File: src/rtl/dmem_resp.sv
// dmem_resp: MEM-stage data-memory responder in front of a one-cycle-latency,
// whole-word-write BRAM. Sub-word loads are lane-selected and extended; sub-word
// stores are a read followed by a merged write-back.
// Optional build macro: DMEM_MISALIGN_CHECK_EN adds rsp_err and rejects misaligned
// half/word requests instead of force-aligning them.
module dmem_resp #(
    parameter int unsigned ADDR_W = 14
) (
    input  logic              clk,
    input  logic              rst,
    input  logic              req_valid,
    input  logic              req_we,
    input  logic [1:0]        req_size,
    input  logic              req_unsigned,
    input  logic [31:0]       req_addr,
    input  logic [31:0]       req_wdata,
    output logic              req_ready,
    output logic              rsp_valid,
    output logic [31:0]       rsp_rdata,
`ifdef DMEM_MISALIGN_CHECK_EN
    output logic              rsp_err,
`endif
    output logic [ADDR_W-1:0] mem_addr,
    output logic [31:0]       mem_din,
    output logic              mem_we,
    input  logic [31:0]       mem_dout
);

    localparam logic [1:0] IDLE     = 2'd0;
    localparam logic [1:0] LD_WAIT  = 2'd1;
    localparam logic [1:0] ST_MERGE = 2'd2;

    logic [1:0]        state;
    logic [1:0]        offQ;
    logic [1:0]        sizeQ;
    logic              unsQ;
    logic [15:0]       wdataQ;
    logic [ADDR_W-1:0] waddrQ;

    logic        accept;
    logic        isWord;
    logic        misaligned;
    logic [7:0]  byteLane;
    logic [15:0] halfLane;
    logic [31:0] loadData;
    logic [31:0] mergeData;

    // Address bits above the BRAM range are intentionally dropped.
    logic unusedAddr;
    assign unusedAddr = ^req_addr[31:ADDR_W+2];

    assign req_ready = rst & (state == IDLE);
    assign accept    = req_valid & req_ready;
    assign isWord    = req_size[1];

`ifdef DMEM_MISALIGN_CHECK_EN
    assign misaligned = ((req_size == 2'b01) & req_addr[0]) |
                        (isWord & (req_addr[1:0] != 2'b00));
`else
    assign misaligned = 1'b0;
`endif

    // Lane select and sign/zero extension of the returning BRAM word.
    always_comb begin
        unique case (offQ)
            2'd0:    byteLane = mem_dout[7:0];
            2'd1:    byteLane = mem_dout[15:8];
            2'd2:    byteLane = mem_dout[23:16];
            default: byteLane = mem_dout[31:24];
        endcase
        halfLane = offQ[1] ? mem_dout[31:16] : mem_dout[15:0];
        unique case (sizeQ)
            2'b00:   loadData = {{24{~unsQ & byteLane[7]}}, byteLane};
            2'b01:   loadData = {{16{~unsQ & halfLane[15]}}, halfLane};
            default: loadData = mem_dout;
        endcase
    end

    // Replace the target lane of the read-back word with the latched store data.
    always_comb begin
        mergeData = mem_dout;
        if (sizeQ == 2'b00) begin
            mergeData[{offQ, 3'b000} +: 8] = wdataQ[7:0];
        end else begin
            mergeData[{offQ[1], 4'b0000} +: 16] = wdataQ;
        end
    end

    // BRAM port: pass-through in IDLE, merged write-back in ST_MERGE; writes gated by rst.
    always_comb begin
        mem_addr = req_addr[ADDR_W+1:2];
        mem_din  = req_wdata;
        mem_we   = 1'b0;
        if (state == ST_MERGE) begin
            mem_addr = waddrQ;
            mem_din  = mergeData;
            mem_we   = rst;
        end else if (accept && req_we && isWord && !misaligned) begin
            mem_we = 1'b1;
        end
    end

    // Request FSM and response registers.
    always_ff @(posedge clk) begin
        if (!rst) begin
            state     <= IDLE;
            rsp_valid <= 1'b0;
            rsp_rdata <= 32'd0;
            offQ      <= 2'd0;
            sizeQ     <= 2'd0;
            unsQ      <= 1'b0;
            wdataQ    <= 16'd0;
            waddrQ    <= '0;
        end else begin
            rsp_valid <= 1'b0;
            case (state)
                IDLE: begin
                    if (accept) begin
                        if (misaligned || (req_we && isWord)) begin
                            // Completed in the accept cycle: word store or rejected request.
                            rsp_valid <= 1'b1;
                            rsp_rdata <= 32'd0;
                        end else begin
                            offQ   <= req_addr[1:0];
                            sizeQ  <= req_size;
                            unsQ   <= req_unsigned;
                            wdataQ <= req_wdata[15:0];
                            waddrQ <= req_addr[ADDR_W+1:2];
                            state  <= req_we ? ST_MERGE : LD_WAIT;
                        end
                    end
                end
                LD_WAIT: begin
                    rsp_valid <= 1'b1;
                    rsp_rdata <= loadData;
                    state     <= IDLE;
                end
                ST_MERGE: begin
                    rsp_valid <= 1'b1;
                    rsp_rdata <= 32'd0;
                    state     <= IDLE;
                end
                default: state <= IDLE;
            endcase
        end
    end

`ifdef DMEM_MISALIGN_CHECK_EN
    // Error flag is only set for a rejected request and cleared on every other response.
    always_ff @(posedge clk) begin
        if (!rst) begin
            rsp_err <= 1'b0;
        end else begin
            rsp_err <= accept & misaligned;
        end
    end
`endif

endmodule

File: config.mk
export PLATFORM = sky130hd
export DESIGN_NAME = dmem_resp
export DESIGN_NICKNAME = d
export VERILOG_FILES = /design/src/rtl/dmem_resp.sv
export SDC_FILE = /design/constraint.sdc
export NUM_CORES = 1
export LEC_CHECK = 0
export BUFFER_PORTS_ARGS = -buffer_cell sky130_fd_sc_hd__buf_2
export CORE_ASPECT_RATIO = 1.25
export CORE_MARGIN = 2
export CORE_UTILIZATION = 52
export DETAILED_ROUTE_END_ITERATION = 10
export GPL_ROUTABILITY_DRIVEN = 1
export GPL_TIMING_DRIVEN = 0
export PLACE_DENSITY_LB_ADDON = 0.05
export SLEW_MARGIN = 40
export SYNTH_ARGS = -nofsm -noshare
export SYNTH_HDL_FRONTEND = slang
export SYNTH_SLANG_ARGS = --single-unit
File: constraint.sdc
create_clock -name clk -period 8.41 [get_ports clk]
set_input_delay 1.682 -clock clk [delete_from_list [all_inputs] [get_ports clk]]
set_output_delay 1.682 -clock clk [all_outputs]
set_load 0.01 [all_outputs]
==> results.sh <==
export IMPL_fill_cells=714
export IMPL_postCtsHoldBufs=0
export IMPL_cp_arrival_ns=3.81
export IMPL_post_route_util=0.674
export IMPL_synthTopCellsByCount="nand2_1 (72), dfxtp_1 (70), a21boi_0 (34)"
export IMPL_failed_checks="DRC"
export IMPL_antenna_cells=0
export IMPL_avgSynthCellArea_um2=8.15
export IMPL_cp_max_fo=10
export IMPL_setup_tns_ns=0
export IMPL_detailed_place_hpwl_um=12400
export IMPL_path_clk_slew_ns=0.07
export IMPL_clockRootBuffer="clkbuf_8"
export IMPL_setup_slack_ns=2.92
export IMPL_io_buffers=167
export IMPL_drt_vias_per_instance=6.20
export IMPL_grt_pass1_vias=4853
export IMPL_critPathTopFamily="buffers and inverters"
export IMPL_power_density_nw_per_um2=160
export IMPL_dp_cells=797
export IMPL_synth_area_top_cells="dfxtp_1 (32%), mux2_2 (8.6%), nand2_1 (6.2%)"
export IMPL_cpMaxStageDelayCell="o31ai_2"
export IMPL_post_route_min_period_ns=5.49
export IMPL_slowest_delay_ns=0.58
export IMPL_synth_cell_type_count=43
export IMPL_path_class="register to output pin"
export IMPL_synth_cells=533
export IMPL_finalMaxSlewViolations=0
export IMPL_ys_warn_count=0
export IMPL_cp_required_ns=6.73
export IMPL_hold_violations=0
export IMPL_cp_start_kind="register"
export IMPL_worst_pin_slew_ns=0.796
export IMPL_die_area_um2=9110
export IMPL_peakVddDrop_mv=0.109
export IMPL_antenna_found_initial=0
export IMPL_synth_net_count=645
export IMPL_die_w_um=85.8
export IMPL_drive_gt1_frac=0.324
export IMPL_wl_per_cell_um=20.0
export IMPL_h_tree_depth=3
export IMPL_cts_tree="yes"
export IMPL_final_net_count=823
export IMPL_synth_largest_area_cell="dfxtp_1"
export IMPL_die_h_um=106
export IMPL_grtUsageTotal=0.353
export IMPL_period_share=0.653
export IMPL_cts_resized=0
export IMPL_power_leakage_nw=2.52
export IMPL_cp_end_kind="output pin"
export IMPL_hold_path_class="register to register"
export IMPL_drc=17
export IMPL_grt_max_degree=12
export IMPL_rsz0062_at_grt="no"
export IMPL_core_area_um2=8190
export IMPL_drtIter0Drc=565
export IMPL_via_count=5035
export IMPL_ys_seq_area_frac=0.322
export IMPL_min_from="rsp_rdata[10]"
export IMPL_drt_first_pass_iters=11
export IMPL_cts_buffers=9
export IMPL_fin_skew_ns=0.00523
export IMPL_setup_viol=0
export IMPL_syn_cell_area_um2=4350
export IMPL_gp_congestion=1.08
export IMPL_path_buf_inv=6
export IMPL_row_count=37
export IMPL_rr_startpoint="offQ[1]"
export IMPL_crit_top_cell="buf_2"
export IMPL_timing_fmax_mhz=182
export IMPL_final_cells=812
export IMPL_post_cts_buffers=0
export IMPL_cts_sinks=70
export IMPL_pre_cts_slack_ns=3.48
export IMPL_slew_limit_headroom=0.468
export IMPL_grt_pass1_wl_um=24800
export IMPL_cap_violations=0
export IMPL_initial_core_util=0.530
export IMPL_ys_ff_latch=70
export IMPL_ant_nets=0
export IMPL_run_status="complete, but fails checks"
export IMPL_critPathLaunch="offQ[1]"
export IMPL_path_cells="buf_2 -> buf_2 -> buf_2 -> inv_1 -> ha_1 -> clkbuf_1 -> nand3b_1 -> o31ai_2 -> a22oi_1 -> a21oi_1 -> buf_2"
export IMPL_synth_ff_type="dfxtp_1"
export IMPL_clk_latency_ns=0.35
export IMPL_clk_path_buf_depth=2
export IMPL_grt_ovfl_total=0
export IMPL_ys_async_sr_fraction=0
export IMPL_area_growth_pct=27.1
export IMPL_totalWireLength_um=16200
export IMPL_yosys_cell_count_top_type="nand2_1"
export IMPL_io_pins=184
export IMPL_synth_edf_count=0
export IMPL_yosys_area_top_type_share=0.322
## routing by layer
layer	vias to the layer above	GRT usage	share of wire
li1	2335	-	-
met1	2335	0.432	0.39
met2	322	0.599	0.49
met3	43	0.0505	0.083
met4	0	0.175	0.036
met5	-	0	0
## registers in the layout (all words and copies together) (netlist names)
register,count
wdataQ,16
waddrQ,14
unsQ,1
state,2
rsp_rdata,32
offQ,2
sizeQ,2
rsp_valid,1
## placed cells by master, fill, tap and decap left out, types with 2 or more instances in the layout
cell type	instances
nand2_1	72
a21oi_1	33
nand3_1	9
a21boi_1	2
a211o_1	7
clkbuf_8	11
a222oi_1	8
mux2_2	33
nor2_1	29
nand3b_1	2
nand4_1	6
ha_1	9
a21o_1	8
a21boi_0	34
a22oi_1	16
buf_1	2
inv_1	28
clkinv_2	2
o21ai_0	25
a211oi_1	5
clkinv_1	4
bufinv_16	2
a221o_1	16
a221oi_1	23
nor2b_1	11
a22o_1	6
dfxtp_1	70
clkbuf_1	33
buf_2	175
nand2b_1	2
o22ai_1	16
o2bb2ai_1	2
## final timing paths
kind / end / slack, ns / cells past startpoint
setup / recovery: mem_din[19] / 2.92 / 11
hold / removal: rsp_rdata[10] / 0.45 / 1
setup reg to reg: rsp_rdata[30] / 5.21 / 11
hold reg to reg: rsp_rdata[10] / 0.45 / 1
## cell type report
type | count | area, µm² | area share
clock buffer | 11 | 151 | 0.0274
timing repair buffer | 167 | 836 | 0.151
buffer | 44 | 183 | 0.0331
sequential | 70 | 1400 | 0.254
tap | 97 | 121 | 0.0220
inverter | 32 | 120 | 0.0217
multi-input combinational | 387 | 2640 | 0.478
clock inverter | 4 | 70.1 | 0.0127
## stage by stage
stage / power [mW] / hold slack, ns / instance area [µm²]
CTS: 0.879 / 0.451 / 5520
global placement: 0.571 / 0.432 / 5300
detailed placement: 0.574 / 0.434 / 5300
floorplan: 0.483 / 0.440 / 4350
global route: 0.915 / 0.464 / 5520
finish: 0.882 / 0.449 / 5520
## worst register-to-register path, delay by kind of cell (launching register included)
family,cells,cell delay [ns]
AOI/OAI and AO/OA,4,1.07
adders and majority gates,1,0.19
buffers and inverters,6,1.41
DFF,1,0.42
## cells by family after synthesis
kind of cell               Yosys count  share of synthesized area
AOI/OAI and AO/OA                  207                      0.354
buffers and inverters               76                     0.0697
adders and majority gates            9                     0.0259
muxes                               33                     0.0855
and+or+nand+nor                    138                      0.143
DFF                                 70                      0.322
## where the power goes
part           switching, mW  total [mW]  leakage (nW)  internal (mW)
Combinational          0.132       0.220          1.83         0.0879
Clock                  0.129       0.310         0.115          0.181
Sequential           0.00986       0.353         0.568          0.343
(Power assumes the default switching activity.)
